### config.mk
export PLATFORM = sky130hd
export DESIGN_NAME = ras_stack
export DESIGN_NICKNAME = d
export VERILOG_FILES = /design/src/rtl/ras_stack.sv
export SDC_FILE = /design/constraint.sdc
export NUM_CORES = 1
export LEC_CHECK = 0
export BUFFER_PORTS_ARGS = -buffer_cell sky130_fd_sc_hd__clkbuf_2
export CORE_MARGIN = 4
export CORE_UTILIZATION = 50
export CTS_BUF_LIST = sky130_fd_sc_hd__clkbuf_4 sky130_fd_sc_hd__clkbuf_8 sky130_fd_sc_hd__clkbuf_16
export DETAILED_ROUTE_END_ITERATION = 16
export PLACE_DENSITY = 0.8
export SYNTH_ARGS = -nofsm -noshare
export SYNTH_HDL_FRONTEND = slang
export SYNTH_SLANG_ARGS = --single-unit
### constraint.sdc
create_clock -name clk -period 8.1 [get_ports clk]
set_clock_uncertainty 0.2 [all_clocks]
set_input_delay 1.62 -clock clk [delete_from_list [all_inputs] [get_ports clk]]
set_output_delay 1.62 -clock clk [all_outputs]
set_load 0.02 [all_outputs]
### src/rtl/ras_stack.sv
// Return-address stack with a checkpoint FIFO of stack pointers for flush recovery.
// One-cycle request-to-addr latency; no backpressure beyond ckpt_full, which tells fetch to stop checkpointing.

// Generic FIFO with a synchronous flush. rd_dat is the head entry and count tracks the live entries.
// A write and a read in the same cycle are accepted even when the FIFO is full. Writes made while full without a read are dropped.
module fifo #(
  parameter int WIDTH = 8,
  parameter int DEPTH = 4
) (
  input  logic                     clk,
  input  logic                     rst_n,
  input  logic                     flush,
  input  logic                     wr_vld,
  input  logic [WIDTH-1:0]         wr_dat,
  input  logic                     rd_rdy,
  output logic [WIDTH-1:0]         rd_dat,
  output logic [$clog2(DEPTH):0]   count,
  output logic                     full
);
  localparam int AW = $clog2(DEPTH);
  localparam int CW = AW + 1;

  logic [AW-1:0]    head, tail;
  logic [WIDTH-1:0] mem [DEPTH];
  logic             wr_en, rd_en;

  assign full   = (count == CW'(DEPTH));
  assign rd_en  = rd_rdy && !flush && (count != '0);
  assign wr_en  = wr_vld && !flush && (!full || rd_en);
  assign rd_dat = mem[head];

  always_ff @(posedge clk or negedge rst_n) begin
    if (!rst_n) begin
      head  <= '0;
      tail  <= '0;
      count <= '0;
    end else if (flush) begin
      head  <= '0;
      tail  <= '0;
      count <= '0;
    end else begin
      if (wr_en) tail <= tail + AW'(1);
      if (rd_en) head <= head + AW'(1);
      case ({wr_en, rd_en})
        2'b10:   count <= count + CW'(1);
        2'b01:   count <= count - CW'(1);
        default: count <= count;
      endcase
    end
  end

  // Payload storage needs no reset: it is only read while count is non-zero.
  always_ff @(posedge clk) begin
    if (wr_en) mem[tail] <= wr_dat;
  end
endmodule

module ras_stack #(
  parameter int RAS_DEPTH  = 8,
  parameter int CKPT_DEPTH = 4
) (
  input  logic                          clk,
  input  logic                          rst_n,
  input  logic                          push,
  input  logic                          pop,
  input  logic [31:0]                   new_addr,
  input  logic                          branch_fetched,
  input  logic                          branch_retired,
  input  logic                          recover,
  output logic [31:0]                   addr,
  output logic                          ckpt_full,
  output logic [$clog2(CKPT_DEPTH):0]   ckpt_count
);
  localparam int RI_W = $clog2(RAS_DEPTH);

  logic [RI_W-1:0] ri, ri_inc, ri_dec, ckpt_head;
  logic [31:0]     stack [RAS_DEPTH];

  assign ri_inc = ri + RI_W'(1);
  assign ri_dec = ri - RI_W'(1);
  assign addr   = stack[ri];

  // The checkpoint captures ri before this cycle's push/pop, so it feeds from the register.
  fifo #(
    .WIDTH (RI_W),
    .DEPTH (CKPT_DEPTH)
  ) u_ckpt_fifo (
    .clk    (clk),
    .rst_n  (rst_n),
    .flush  (recover),
    .wr_vld (branch_fetched),
    .wr_dat (ri),
    .rd_rdy (branch_retired),
    .rd_dat (ckpt_head),
    .count  (ckpt_count),
    .full   (ckpt_full)
  );

  always_ff @(posedge clk or negedge rst_n) begin
    if (!rst_n) begin
      ri <= '0;
      for (int i = 0; i < RAS_DEPTH; i++) stack[i] <= '0;
    end else if (recover) begin
      // Only the pointer is rolled back; entries written on the wrong path stay.
      if (ckpt_count != '0) ri <= ckpt_head;
    end else begin
      case ({push, pop})
        2'b10: begin
          ri            <= ri_inc;
          stack[ri_inc] <= new_addr;
        end
        2'b01:   ri <= ri_dec;
        2'b11:   stack[ri] <= new_addr;
        default: ri <= ri;
      endcase
    end
  end
endmodule
==> metrics.md <==
| Metric | Value |
|---|---|
| P_int | `around 4.1 mW` |
| WL/cell | `between 20 and 25 µm` |
| #FFs+latches synth | `278` |
| FP Rows | `58` |
| Root Driver | `clkbuf_16` |
| Synth warnings | `0` |
| Clock sinks | `roughly 280` |
| Clk pin slew, worst setup/hold paths | `around 60 ps` |
| Initial antenna violation count | `2` |
| Final Hold Vio Count | `0` |
| Switching part of the total | `0.3381` |
| Cts hold-fix bufs | `0` |
| Top cells by count, synth | `279 x mux2_2, 266 x dfrtp_1, 33 x mux4_2` |
| Largest net degree at the start of global routing | `between 100 and 150` |
| PortBufs | `between 70 and 80` |
| Hold Startpoint | `stack[231]` |
| Post-synth EDFFs | `12` |
| Combinational Power Share | `0.381` |
| Layout cell share with drive strength beyond 1 | `0.4818` |
| Critical-path maximum fanout | `around 60` |
| Drt drc | `0` |
| Ys flop type | `dfrtp_1` |
| Post-synth ARST share | `0.9568` |
| Fin. max-slew vios | `0` |
| Fin cells | `between 1000 and 1500` |
| Final setup viols | `0` |
| Main area contributors after synthesis | `dfrtp_1 52%, mux2_2 25%, mux4_2 5.8%, edfxtp_1 2.8%, mux2i_1 2.0%` |
| Cts bufs inserted | `29` |
| Worst Setup End Kind | `primary output` |
| Post-cts resize count | `0` |
| Synth cell types | `45` |
| First-pass GRT wire length | `around 46000 µm` |
| Mapped Nets | `slightly above 900` |
| Via density per instance | `around 6` |
| Crit-path max cell delay | `just under 800 ps` |
| Max clock buf depth | `3` |
| Slowest cell on the critical path | `buf_4` |
| Critical path buffer and inverter count | `2` |
| CORE AREA | `~25000 µm²` |
| DRT Pass-1 Iters | `6` |
| Crit path kind | `flip-flop to primary output` |
| Leak Pwr | `a little over 6 nW` |
| Cell family with most CP delay | `buffers and inverters` |
| R2R Path Start | `ri[1]` |
| VDD IR max | `0.0001613 V` |
| Worst Hold Endpoint | `stack[231]` |
| Most frequent cell after synthesis | `mux2_2` |
| Die area | `28240 µm²` |
| I/O pins | `75` |
| # nets final | `986` |
| Max_slew headroom | `0.2174` |
| Top cell type's share of synthesized area | `0.5196` |
| Die Width | `approximately 170 µm` |
| Register area share after synthesis | `0.5478` |
| Most area-hungry cell type in the Yosys netlist | `dfrtp_1` |
| Die Height | `168.1 µm` |
| Crit path DAT | `around 3200 ps` |
| Outcome | `completed` |
| Synth Area per Inst | `between 10 and 15 µm²` |
| CTS H-tree depth | `1` |
| Critical path required time | `~6300 ps` |
| Mapped Cells | `roughly 890` |
| RSZ-0062 raised after global routing | `false` |
| Post-route ant nets | `0` |
| Actual slew at the worst max-slew pin | `around 1200 ps` |
| Net Switching | `roughly 2.1 mW` |
| Mapped Area | `12810 µm²` |
| CP Cell Sequence | `buf_4 -> mux4_2 -> mux2_2 -> clkbuf_2` |
| Synthesis-to-layout area growth | `12.52%` |
| Final Critical Period | `approximately 5000 ps` |
| Total negative slack | `0 ps` |
| Clock power frac | `0.219` |
| Fin crit share | `0.6192` |
| Vias | `7765` |
| Clk Latency, worst-skew pair | `roughly 540 ps` |
| Placed wire-length estimate | `approximately 16000 µm` |
| Max cap viols | `0` |
| Post-CTS Setup Inserts | `0` |
| CTS tree | `yes` |
| Initial Utilization | `0.5087` |
| Final WL | `between 20000 and 30000 µm` |
| 1st-iter DRT viols | `between 500 and 600` |
| Seq pwr share | `0.400` |
| Hold path cells | `1` |
| Power per cell area | `about 430 nW/µm²` |
| Via count of the first global-routing pass | `8243` |
| Total grt overflow | `0` |
| Fillers | `between 1500 and 2000` |
| R2r endpoint | `stack[103]` |
| Worst setup SP type | `flip-flop` |
| Peak Freq | `199.4 MHz` |
| Worst hold-check path type | `flip-flop to flip-flop` |
| Cells after DPL | `approximately 1200` |
| Gpl congestion | `between 0.7 and 0.8` |
| R2r worst-path depth | `7` |
| Overall global routing resource usage | `0.2011` |
| Setup slack, reg-to-reg | `3700 ps` |
state kept, by name (all words and copies together) (netlist names):
name               flops
u_ckpt_fifo.head       2
stack                256
u_ckpt_fifo.count      3
u_ckpt_fifo.mem       12
ri                     3
u_ckpt_fifo.tail       2
worst max path at each step:
| stage | from | endpoint | slack [ps] | depth (start not counted) |
|---|---|---|---|---|
| finish | ri[0] | addr[29] | 3080 | 4 |
| global placement | recover | stack[77] | 3680 | 4 |
| floorplan | ri[0] | addr[30] | 4310 | 7 |
| global route | ri[0] | addr[27] | 2880 | 5 |
| detailed placement | recover | stack[64] | 3570 | 4 |
| CTS | ri[0] | addr[29] | 3070 | 4 |
routing by layer:
| layer | track usage | routed length [µm] |
|---|---|---|
| met5 | 0 | 20 |
| met4 | 0.04446 | 499 |
| met3 | 0.03287 | 1490 |
| met2 | 0.3272 | 13820 |
| met1 | 0.2887 | 12500 |
metrics by stage:
stage / worst slack (ps) / hold WS [ps] / area [µm²] / utilization / power, mW
after floorplan: 4312 / 253.3 / 12810 / - / 4.138
after global placement: 3676 / 271.8 / 13430 / 0.5331 / 4.727
after detailed placement: 3570 / 277.4 / 13430 / 0.5331 / 4.833
after CTS: 3067 / 291.2 / 14410 / 0.5723 / 6.205
after global routing: 2876 / 311.6 / 14410 / 0.5724 / 6.522
final: 3084 / 290.4 / 14410 / 0.5724 / 6.164
power by group through the flow:
stage / logic [mW] / clock network (mW) / registers (mW)
after CTS: 2.37 / 1.37 / 2.46
after global placement: 2.30 / 0 / 2.43
after global routing: 2.55 / 1.42 / 2.54
final: 2.35 / 1.35 / 2.47
after detailed placement: 2.36 / 0 / 2.47
after floorplan: 1.84 / 0 / 2.30
cell usage in the layout (no fill, tap or decap), drive strengths merged, types with 7 or more instances in the layout:
master and count:
mux2i 26, buf 12, nand2 27, clkinv 9, edfxtp 12, o22a 8
a221oi 18, dfrtp 266, nand3 12, o22ai 8, nand2b 7, a21oi 7
mux4 33, o21ai 22, mux2 281, nor2b 8, clkbuf 115, a22oi 11
nor2 19
kinds of logic after synthesis:
logic type / share of synthesized area
buf+inv: 0.02627
simple gates: 0.03126
compound gates: 0.05714
fa+ha+maj: 0.007423
flops: 0.5478
mux: 0.3254
xor+xnor: 0.004786
layout make-up:
type,instances,area [µm²],area share
sequential,278,7023,0.4872
multi-input combinational,540,5492,0.3810
clock buffer,42,879.6,0.06102
timing repair buffer,85,475.5,0.03299
tap,330,412.9,0.02865
clock inverter,10,106.4,0.007378
inverter,6,22.52,0.001563
antenna,1,2.502,0.0001736
worst register-to-register path, delay by kind of cell (launching register included):
kind	cells	cell delay, ps
and+or+nand+nor	2	1050
DFF	1	750
muxes	1	660
AOI/OAI and AO/OA	1	230
adders and majority gates	1	520
buffers and inverters	2	870
(Power assumes the default switching activity.)
